### src/rtl/gat_bram_load_bridge_if.sv
// Bus bundle for gat_bram_load_bridge: host load writes, per-channel BRAM writes,
// core start/ready handshake and feature-BRAM readback.
interface gat_bram_load_bridge_if #(
    parameter int TOP_WIDTH = 32,
    parameter int NUM_CH    = 4,
    parameter int ADDR_W    = 18,
    parameter int OUT_W     = 24,
    parameter int RD_ADDR_W = 16,
    parameter int CH_W      = (NUM_CH > 1) ? $clog2(NUM_CH) : 1
);
    logic                        start;
    logic [NUM_CH*ADDR_W-1:0]    cfg_count;
    logic                        host_wr_en;
    logic [CH_W-1:0]             host_wr_ch;
    logic [ADDR_W+1:0]           host_wr_addr;
    logic [TOP_WIDTH-1:0]        host_wr_data;
    logic                        host_wr_ready;
    logic [NUM_CH-1:0]           bram_en;
    logic [NUM_CH-1:0]           bram_we;
    logic [NUM_CH*ADDR_W-1:0]    bram_addr;
    logic [NUM_CH*OUT_W-1:0]     bram_din;
    logic [NUM_CH-1:0]           load_done;
    logic                        core_start;
    logic                        core_ready;
    logic                        done;
    logic                        err_unaligned;
    logic                        err_range;
    logic                        rd_req;
    logic [RD_ADDR_W+1:0]        rd_addr;
    logic                        rd_valid;
    logic [TOP_WIDTH-1:0]        rd_data;
    logic [RD_ADDR_W-1:0]        feat_bram_addrb;
    logic [TOP_WIDTH-1:0]        feat_bram_dout;

    modport master (
        output start, cfg_count, host_wr_en, host_wr_ch, host_wr_addr, host_wr_data,
               core_ready, rd_req, rd_addr, feat_bram_dout,
        input  host_wr_ready, bram_en, bram_we, bram_addr, bram_din, load_done,
               core_start, done, err_unaligned, err_range, rd_valid, rd_data, feat_bram_addrb
    );

    modport slave (
        input  start, cfg_count, host_wr_en, host_wr_ch, host_wr_addr, host_wr_data,
               core_ready, rd_req, rd_addr, feat_bram_dout,
        output host_wr_ready, bram_en, bram_we, bram_addr, bram_din, load_done,
               core_start, done, err_unaligned, err_range, rd_valid, rd_data, feat_bram_addrb
    );
endinterface

### src/rtl/gat_bram_load_bridge.sv
// Host-to-accelerator load bridge: narrows byte-addressed host writes onto NUM_CH BRAM
// channels, tracks per-channel completion, kicks the core and serves feature readback.
module gat_bram_load_bridge #(
    parameter int TOP_WIDTH = 32,
    parameter int NUM_CH    = 4,
    parameter int ADDR_W    = 18,
    parameter int OUT_W     = 24,
    parameter int RD_ADDR_W = 16,
    parameter int RD_LAT    = 1,
    parameter int CH_W      = (NUM_CH > 1) ? $clog2(NUM_CH) : 1
) (
    input logic                   clk,
    input logic                   rst,
    gat_bram_load_bridge_if.slave bus
);
    localparam int STAGES = RD_LAT;

    typedef enum logic [2:0] {S_IDLE, S_LOAD, S_KICK, S_RUN, S_DONE} state_t;

    state_t                          state;
    logic                            wr_ready_q;
    logic                            core_start_q;
    logic                            done_q;
    logic                            err_unaligned_q;
    logic                            err_range_q;
    logic                            rdy_q;

    logic [NUM_CH-1:0][ADDR_W-1:0]   cfg_in;
    logic [NUM_CH-1:0][ADDR_W-1:0]   cfg_q;
    logic [NUM_CH-1:0][ADDR_W-1:0]   cnt_q;
    logic [NUM_CH-1:0]               load_done_q;
    logic [NUM_CH-1:0]               bram_en_q;
    logic [NUM_CH-1:0][ADDR_W-1:0]   bram_addr_q;
    logic [NUM_CH-1:0][OUT_W-1:0]    bram_din_q;

    logic [STAGES:0]                 vld_pipe;
    logic                            rd_valid_q;
    logic [TOP_WIDTH-1:0]            rd_data_q;
    logic [RD_ADDR_W-1:0]            addrb_q;

    logic                            open;
    logic                            wr_fire;
    logic                            unaligned;
    logic [ADDR_W-1:0]               waddr;
    logic [NUM_CH-1:0]               ch_ok;
    logic [NUM_CH-1:0]               acc;

    assign cfg_in    = bus.cfg_count;
    assign open      = bus.start && (state == S_IDLE || state == S_DONE);
    assign wr_fire   = bus.host_wr_en && wr_ready_q;
    assign unaligned = |bus.host_wr_addr[1:0];
    assign waddr     = bus.host_wr_addr[ADDR_W+1:2];

    // A channel index outside NUM_CH matches no lane, so it lands in the range error.
    always_comb begin
        ch_ok = '0;
        for (int c = 0; c < NUM_CH; c++)
            ch_ok[c] = (bus.host_wr_ch == CH_W'(c)) && (waddr < cfg_q[c]) && !load_done_q[c];
        acc = (wr_fire && !unaligned) ? ch_ok : '0;
    end

    always_ff @(posedge clk or posedge rst) begin
        if (rst) begin
            state           <= S_IDLE;
            wr_ready_q      <= 1'b0;
            core_start_q    <= 1'b0;
            done_q          <= 1'b0;
            err_unaligned_q <= 1'b0;
            err_range_q     <= 1'b0;
            rdy_q           <= 1'b0;
        end else begin
            rdy_q        <= bus.core_ready;
            core_start_q <= 1'b0;
            case (state)
                S_IDLE, S_DONE: begin
                    if (bus.start) begin
                        state           <= S_LOAD;
                        wr_ready_q      <= 1'b1;
                        done_q          <= 1'b0;
                        err_unaligned_q <= 1'b0;
                        err_range_q     <= 1'b0;
                    end
                end
                S_LOAD: begin
                    if (wr_fire && unaligned) err_unaligned_q <= 1'b1;
                    if (wr_fire && !(|ch_ok)) err_range_q     <= 1'b1;
                    if (&load_done_q) begin
                        state        <= S_KICK;
                        wr_ready_q   <= 1'b0;
                        core_start_q <= 1'b1;
                    end
                end
                S_KICK: state <= S_RUN;
                // Only a fresh rise completes RUN; a level held high since before RUN does not.
                S_RUN: begin
                    if (bus.core_ready && !rdy_q) begin
                        state  <= S_DONE;
                        done_q <= 1'b1;
                    end
                end
                default: state <= S_IDLE;
            endcase
        end
    end

    always_ff @(posedge clk or posedge rst) begin
        if (rst) begin
            cfg_q       <= '0;
            cnt_q       <= '0;
            load_done_q <= '0;
            bram_en_q   <= '0;
            bram_addr_q <= '0;
            bram_din_q  <= '0;
        end else begin
            for (int c = 0; c < NUM_CH; c++) begin
                bram_en_q[c]   <= acc[c];
                bram_addr_q[c] <= acc[c] ? waddr : '0;
                bram_din_q[c]  <= acc[c] ? bus.host_wr_data[OUT_W-1:0] : '0;
                if (open) begin
                    cfg_q[c]       <= cfg_in[c];
                    cnt_q[c]       <= '0;
                    load_done_q[c] <= (cfg_in[c] == '0);
                end else if (acc[c]) begin
                    cnt_q[c] <= cnt_q[c] + ADDR_W'(1);
                    if (cnt_q[c] + ADDR_W'(1) == cfg_q[c]) load_done_q[c] <= 1'b1;
                end
            end
        end
    end

    // Readback: address register, RD_LAT BRAM cycles, then an output register.
    always_ff @(posedge clk or posedge rst) begin
        if (rst) begin
            vld_pipe   <= '0;
            addrb_q    <= '0;
            rd_valid_q <= 1'b0;
            rd_data_q  <= '0;
        end else begin
            vld_pipe   <= {vld_pipe[STAGES-1:0], bus.rd_req};
            rd_valid_q <= vld_pipe[STAGES];
            if (bus.rd_req)         addrb_q   <= bus.rd_addr[RD_ADDR_W+1:2];
            if (vld_pipe[STAGES])   rd_data_q <= bus.feat_bram_dout;
        end
    end

    if (OUT_W < TOP_WIDTH) begin : g_unused_data
        logic unused_hi;
        assign unused_hi = &{1'b0, bus.host_wr_data[TOP_WIDTH-1:OUT_W]};
    end

    logic unused_rd_lo;
    assign unused_rd_lo = &{1'b0, bus.rd_addr[1:0]};

    assign bus.host_wr_ready   = wr_ready_q;
    assign bus.bram_en         = bram_en_q;
    assign bus.bram_we         = bram_en_q;
    assign bus.bram_addr       = bram_addr_q;
    assign bus.bram_din        = bram_din_q;
    assign bus.load_done       = load_done_q;
    assign bus.core_start      = core_start_q;
    assign bus.done            = done_q;
    assign bus.err_unaligned   = err_unaligned_q;
    assign bus.err_range       = err_range_q;
    assign bus.rd_valid        = rd_valid_q;
    assign bus.rd_data         = rd_data_q;
    assign bus.feat_bram_addrb = addrb_q;
endmodule

### src/flat_wrapper.sv
// flat-port wrapper written by rule: the top's interface ports become plain ports
module gat_bram_load_bridge_flat 
#(
    parameter int TOP_WIDTH = 32,
    parameter int NUM_CH    = 4,
    parameter int ADDR_W    = 18,
    parameter int OUT_W     = 24,
    parameter int RD_ADDR_W = 16,
    parameter int RD_LAT    = 1,
    parameter int CH_W      = (NUM_CH > 1) ? $clog2(NUM_CH) : 1
)
  (clk, rst, bus_start, bus_cfg_count, bus_host_wr_en, bus_host_wr_ch, bus_host_wr_addr, bus_host_wr_data, bus_core_ready, bus_rd_req, bus_rd_addr, bus_feat_bram_dout, bus_host_wr_ready, bus_bram_en, bus_bram_we, bus_bram_addr, bus_bram_din, bus_load_done, bus_core_start, bus_done, bus_err_unaligned, bus_err_range, bus_rd_valid, bus_rd_data, bus_feat_bram_addrb);
  gat_bram_load_bridge_if #(.TOP_WIDTH(TOP_WIDTH), .NUM_CH(NUM_CH), .ADDR_W(ADDR_W), .OUT_W(OUT_W), .RD_ADDR_W(RD_ADDR_W), .CH_W(CH_W)) bus_i ();
  input logic clk;
  input logic rst;
  input wire logic [$bits(bus_i.start)-1:0] bus_start;
  input wire logic [$bits(bus_i.cfg_count)-1:0] bus_cfg_count;
  input wire logic [$bits(bus_i.host_wr_en)-1:0] bus_host_wr_en;
  input wire logic [$bits(bus_i.host_wr_ch)-1:0] bus_host_wr_ch;
  input wire logic [$bits(bus_i.host_wr_addr)-1:0] bus_host_wr_addr;
  input wire logic [$bits(bus_i.host_wr_data)-1:0] bus_host_wr_data;
  input wire logic [$bits(bus_i.core_ready)-1:0] bus_core_ready;
  input wire logic [$bits(bus_i.rd_req)-1:0] bus_rd_req;
  input wire logic [$bits(bus_i.rd_addr)-1:0] bus_rd_addr;
  input wire logic [$bits(bus_i.feat_bram_dout)-1:0] bus_feat_bram_dout;
  output wire logic [$bits(bus_i.host_wr_ready)-1:0] bus_host_wr_ready;
  output wire logic [$bits(bus_i.bram_en)-1:0] bus_bram_en;
  output wire logic [$bits(bus_i.bram_we)-1:0] bus_bram_we;
  output wire logic [$bits(bus_i.bram_addr)-1:0] bus_bram_addr;
  output wire logic [$bits(bus_i.bram_din)-1:0] bus_bram_din;
  output wire logic [$bits(bus_i.load_done)-1:0] bus_load_done;
  output wire logic [$bits(bus_i.core_start)-1:0] bus_core_start;
  output wire logic [$bits(bus_i.done)-1:0] bus_done;
  output wire logic [$bits(bus_i.err_unaligned)-1:0] bus_err_unaligned;
  output wire logic [$bits(bus_i.err_range)-1:0] bus_err_range;
  output wire logic [$bits(bus_i.rd_valid)-1:0] bus_rd_valid;
  output wire logic [$bits(bus_i.rd_data)-1:0] bus_rd_data;
  output wire logic [$bits(bus_i.feat_bram_addrb)-1:0] bus_feat_bram_addrb;
  assign bus_i.start = bus_start;
  assign bus_i.cfg_count = bus_cfg_count;
  assign bus_i.host_wr_en = bus_host_wr_en;
  assign bus_i.host_wr_ch = bus_host_wr_ch;
  assign bus_i.host_wr_addr = bus_host_wr_addr;
  assign bus_i.host_wr_data = bus_host_wr_data;
  assign bus_i.core_ready = bus_core_ready;
  assign bus_i.rd_req = bus_rd_req;
  assign bus_i.rd_addr = bus_rd_addr;
  assign bus_i.feat_bram_dout = bus_feat_bram_dout;
  assign bus_host_wr_ready = bus_i.host_wr_ready;
  assign bus_bram_en = bus_i.bram_en;
  assign bus_bram_we = bus_i.bram_we;
  assign bus_bram_addr = bus_i.bram_addr;
  assign bus_bram_din = bus_i.bram_din;
  assign bus_load_done = bus_i.load_done;
  assign bus_core_start = bus_i.core_start;
  assign bus_done = bus_i.done;
  assign bus_err_unaligned = bus_i.err_unaligned;
  assign bus_err_range = bus_i.err_range;
  assign bus_rd_valid = bus_i.rd_valid;
  assign bus_rd_data = bus_i.rd_data;
  assign bus_feat_bram_addrb = bus_i.feat_bram_addrb;
  gat_bram_load_bridge #(.TOP_WIDTH(TOP_WIDTH), .NUM_CH(NUM_CH), .ADDR_W(ADDR_W), .OUT_W(OUT_W), .RD_ADDR_W(RD_ADDR_W), .RD_LAT(RD_LAT), .CH_W(CH_W)) u_core (.clk(clk), .rst(rst), .bus(bus_i));
endmodule
### config.mk
export PLATFORM = sky130hd
export DESIGN_NAME = gat_bram_load_bridge_flat
export DESIGN_NICKNAME = d
export VERILOG_FILES = /design/src/rtl/gat_bram_load_bridge_if.sv /design/src/rtl/gat_bram_load_bridge.sv /design/src/flat_wrapper.sv
export SDC_FILE = /design/constraint.sdc
export NUM_CORES = 1
export LEC_CHECK = 0
export BUFFER_PORTS_ARGS = -buffer_cell sky130_fd_sc_hd__buf_4
export CORE_AREA = 2 2 230 232
export CTS_BUF_LIST = sky130_fd_sc_hd__clkbuf_8
export CTS_CLUSTER_SIZE = 8
export DETAILED_ROUTE_END_ITERATION = 6
export DIE_AREA = 0 0 232 234
export SLEW_MARGIN = 10
export SYNTH_ARGS = -nofsm -noshare
export SYNTH_HDL_FRONTEND = slang
export SYNTH_SLANG_ARGS = --single-unit
### constraint.sdc
create_clock -name clk -period 36.1 [get_ports clk]
set_clock_uncertainty 0.05 [all_clocks]
set_input_delay 5.415 -clock clk [delete_from_list [all_inputs] [get_ports clk]]
set_output_delay 5.415 -clock clk [all_outputs]
set_load 0.01 [all_outputs]
==> qor.yml <==
min_from: "u_core.vld_pipe[0]$_DFF_PP0_"
drtAntennaViolNets: 0
critical_path.reg2reg.endpoint: "u_core.bus.load_done[1]$_DFFE_PP0P_"
post-layout-total-power_mw: 1.28
initial_utilization_pct: 34.5
rows: 84
vdd_ir_drop_max_uv: 28.1
synth_fp_nets: 1993
clock_tree.buffer_depth: 3
multi_input_comb_area_um2: 7750
synth_area_per_cell_um2: 10.3
cp_max_stage_delay_ps: 990
grt_pass1_wl_mm: 88.2
ys_ff_latch: 380
tritoncts_clock_tree: "built"
post_cts_repair_resize_count: 0
setup_violations: 0
cts.clk_slew.worst_paths_ps: 60
worst_ep_arrival_time_ps: 9160
detail_route.wirelength.met1_mm: 26.1
drc: 0
finalHoldWorstSlack_ps: 300
comb_power_share_pct: 26.6
worstSetupPathType: "in -> reg"
hold_buffers: 0
layout-area-overhead-vs-synth_pct: 27.8
synth_seq_area_share_pct: 53.0
min_period_over_period_pct: 24.0
drt-wirelength-per-cell_um: 20.9
clock-sinks: 380
detailedRoute.firstPassIterationCount: 7
die_w_um: 232
post-route-worst-setup-slack_ps: 27430
max_cap_viol_count: 0
cellInternalPower_mw: 0.845
crit_required_ps: 36590
clock_latency_reported_for_the_late_side_of_the_worst_skew_pair_ps: 640
largest_net_degree_at_the_start_of_global_routing: 167
rsz_0062_raised_after_global_routing: "no"
p_sw_share_pct: 33.8
core_region_area_um2: 52000
register_area_um2: 9510
synthCells: 1739
crit_path_max_fanout: 58
total_switching_power_mw: 0.432
run_status: "complete, no violations"
final_nets: 2386
drt_first_iter_violations: 988
fmax_ghz: 0.115
io_buffer_count: 405
synthFlopType: "dfrtp_1"
final_layout_size_suffix_gt1_share_pct: 26.7
antenna_found_initial: 6
power_density_nw_per_um2: 55.7
max-slew-margin-rel_pct: 17.6
cts_made_buffers: 69
synth_enable_flop_cells: 0
synth_cell_type_count: 58
h-tree-depth: 3
timing.final.max_slew_violations: 0
seq_power_share_pct: 41.6
finish.cell_count_without_fillers: 2862
via_per_inst: 5.19
hold_ep: "u_core.vld_pipe[1]$_DFF_PP0_"
cts-root-buf: "clkbuf_8"
fp.dieArea_um2: 54300
nature_of_the_critical_path_endpoint: "register"
wl_met2_mm: 27.3
worstMarginPinSlew_ps: 1230
startpoint_type: "input port"
dr.max_layer_used: "met4"
cellLeakagePower_nw: 11.4
via_count_of_the_first_global_routing_pass: 14526
grt_overflow: 0
vias: 14841
gp_routability_congestion: 0.899
async_reset_ff_share_pct: 100
dpl.hpwl_mm: 41.4
setup-tns-final_ps: 0
syn-cell-area_um2: 17900
hold-path-cell-count: 0
pin_count: 416
fill_cells: 4996
dp_slack_ps: 26770
hold_viol: 0
met3_length_mm: 4.61
regToRegStartpoint: "u_core.bus.host_wr_ready$_DFFE_PP0P_"
place_inst: 2749
crit_chain: "buf_4 > nand2_1 > nor3_2 > buf_4 > and2_2 > nand2_1 > inv_1 > nand3_1 > o31ai_1"
reg2regPathDepth: 8
min-delay-path-class: "reg -> reg"
synth-warning-count: 0
clock_power_share_pct: 31.8
groute.usage.overall_pct: 21.7
final.min_clock_period_ps: 8670
fp.dieH_um: 234
cpMaxStageDelayCell: "and2_2"
cts.repair_timing.setup_buffer_count: 0
routed_wl_mm: 59.7
reg2reg_setup_slack_ps: 31920
-- power by group through the flow --
stage,registers [mW],clock network [mW],logic (mW)
floorplan,0.526,0,0.222
global placement,0.536,0,0.329
detailed placement,0.537,0,0.339
CTS,0.530,0.418,0.341
global route,0.538,0.439,0.383
finish,0.532,0.406,0.339
-- area by class of cell --
type | instances | area share [%]
sequential | 380 | 41.5
clock inverter | 29 | 0.873
clock buffer | 83 | 4.98
antenna | 1 | 0.0109
multi-input combinational | 1180 | 33.8
timing repair buffer | 416 | 13.7
inverter | 85 | 1.42
tap | 688 | 3.75
-- synthesized netlist by cell type, types with 4 or more instances --
| cell | count | area (um2) |
|---|---|---|
| a31oi_1 | 4 | 25.0 |
| o311ai_0 | 6 | 52.6 |
| nor3_1 | 21 | 105 |
| ha_1 | 72 | 901 |
| or4_1 | 15 | 113 |
| o21bai_1 | 5 | 37.5 |
| mux2_2 | 48 | 541 |
| nand2b_1 | 9 | 56.3 |
| dfrtp_1 | 380 | 9510 |
| and4_1 | 9 | 78.8 |
| nand2_1 | 168 | 631 |
| or3_1 | 20 | 125 |
| o21ai_0 | 120 | 601 |
| nor2_1 | 83 | 312 |
| nand4_1 | 40 | 250 |
| a31o_2 | 7 | 61.3 |
| buf_4 | 4 | 30.0 |
| and3_1 | 102 | 638 |
| clkbuf_1 | 67 | 251 |
| o211ai_1 | 12 | 90.1 |
| xor2_1 | 57 | 499 |
| nor4_1 | 23 | 144 |
| inv_1 | 85 | 319 |
| nor4b_1 | 5 | 43.8 |
| o31ai_1 | 6 | 45.0 |
| xnor2_1 | 72 | 631 |
| nor2b_1 | 4 | 25.0 |
| a211oi_1 | 4 | 30.0 |
| a21oi_1 | 57 | 285 |
| and2_1 | 92 | 576 |
| buf_2 | 8 | 40.0 |
| mux2i_1 | 7 | 70.1 |
| a21o_1 | 11 | 82.6 |
| o21a_1 | 4 | 30.0 |
| buf_1 | 14 | 52.6 |
| nand3_1 | 61 | 305 |
-- flip-flops by register name (all words and copies together), names as in the netlist --
| register | cells |
|---|---|
| u_core.cnt_q | 72 |
| u_core.bus.done | 1 |
| u_core.bus.bram_din | 96 |
| u_core.bus.err_range | 1 |
| u_core.cfg_q | 72 |
| u_core.bus.bram_en | 4 |
| u_core.bus.load_done | 4 |
| u_core.bus.host_wr_ready | 1 |
| u_core.bus.core_start | 1 |
| u_core.bus.bram_addr | 72 |
| u_core.bus.feat_bram_addrb | 16 |
| u_core.bus.err_unaligned | 1 |
| u_core.state | 3 |
| u_core.bus.rd_data | 32 |
| u_core.vld_pipe | 2 |
| u_core.bus.rd_valid | 1 |
| u_core.rdy_q | 1 |
-- worst max-delay path, delay by kind of cell --
family	cells	cell delay, ps
and+or+nand+nor	5	2450
buffers and inverters	3	970
AOI/OAI and AO/OA	1	280
-- metal layers --
layer | up-vias | GRT usage, %
met5 | - | 0
met4 | 0 | 7.97
met3 | 106 | 4.37
met2 | 635 | 34.8
met1 | 7295 | 29.2
li1 | 6805 | -
-- layout by cell type, fill, tap and decap left out, types with 4 or more instances in the layout --
cell      instances
nand2_1         168
and3_1          102
mux2i_1           7
a31o_2            7
clkbuf_8         83
nand2b_1          9
ha_1             72
o21a_1            4
o21ai_0         120
nand3_1          61
nand4_1          40
nor4_1           23
o311ai_0          6
mux2_2           48
xnor2_1          72
o21bai_1          5
a31oi_1           4
a21oi_1          57
or4_1            15
and2_1           91
and4_1            9
xor2_1           57
or3_1            20
nor3_1           20
buf_4           415
inv_1           100
inv_8             4
dfrtp_1         380
nor2_1           82
a211oi_1          4
nor4b_1           5
a21o_1           11
nor2b_1           4
o31ai_1           6
o211ai_1         12
-- metrics by stage --
| stage | instance area, um2 | utilization [%] |
|---|---|---|
| detailed placement | 21600 | 41.5 |
| CTS | 22900 | 44.1 |
| global placement | 21600 | 41.5 |
| floorplan | 17900 | - |
| global route | 22900 | 44.1 |
| finish | 22900 | 44.1 |
-- worst max-delay path by stage --
| stage | startpoint | to | slack (ps) | depth (start not counted) |
|---|---|---|---|---|
| finish | bus_host_wr_en | u_core.bus.load_done[1]$_DFFE_PP0P_ | 27430 | 9 |
| global route | bus_host_wr_en | u_core.bus.load_done[1]$_DFFE_PP0P_ | 27300 | 9 |
| CTS | bus_host_wr_en | u_core.bus.load_done[1]$_DFFE_PP0P_ | 27450 | 9 |
| detailed placement | bus_host_wr_en | u_core.bus.load_done[1]$_DFFE_PP0P_ | 26770 | 9 |
| global placement | bus_host_wr_en | u_core.bus.load_done[1]$_DFFE_PP0P_ | 26760 | 9 |
| floorplan | rst | u_core.bus.bram_addr[0]$_DFF_PP0_ | 20080 | 1 |
-- kinds of logic (layout without fill, tap and decap cells) --
| family | count (synthesis) | count (layout) | synth area share (%) |
|---|---|---|---|
| buffers and inverters | 179 | 613 | 3.93 |
| multiplexers | 55 | 55 | 3.40 |
| AO/OA/AOI/OAI | 263 | 263 | 8.85 |
| XOR/XNOR | 129 | 129 | 6.30 |
| adder cells (fa/ha/maj) | 72 | 72 | 5.02 |
| AND/OR/NAND/NOR | 661 | 661 | 19.5 |
| other | 0 | 1 | 0 |
| flip-flops | 380 | 380 | 53.0 |
Power figures use the tool's default switching activity.
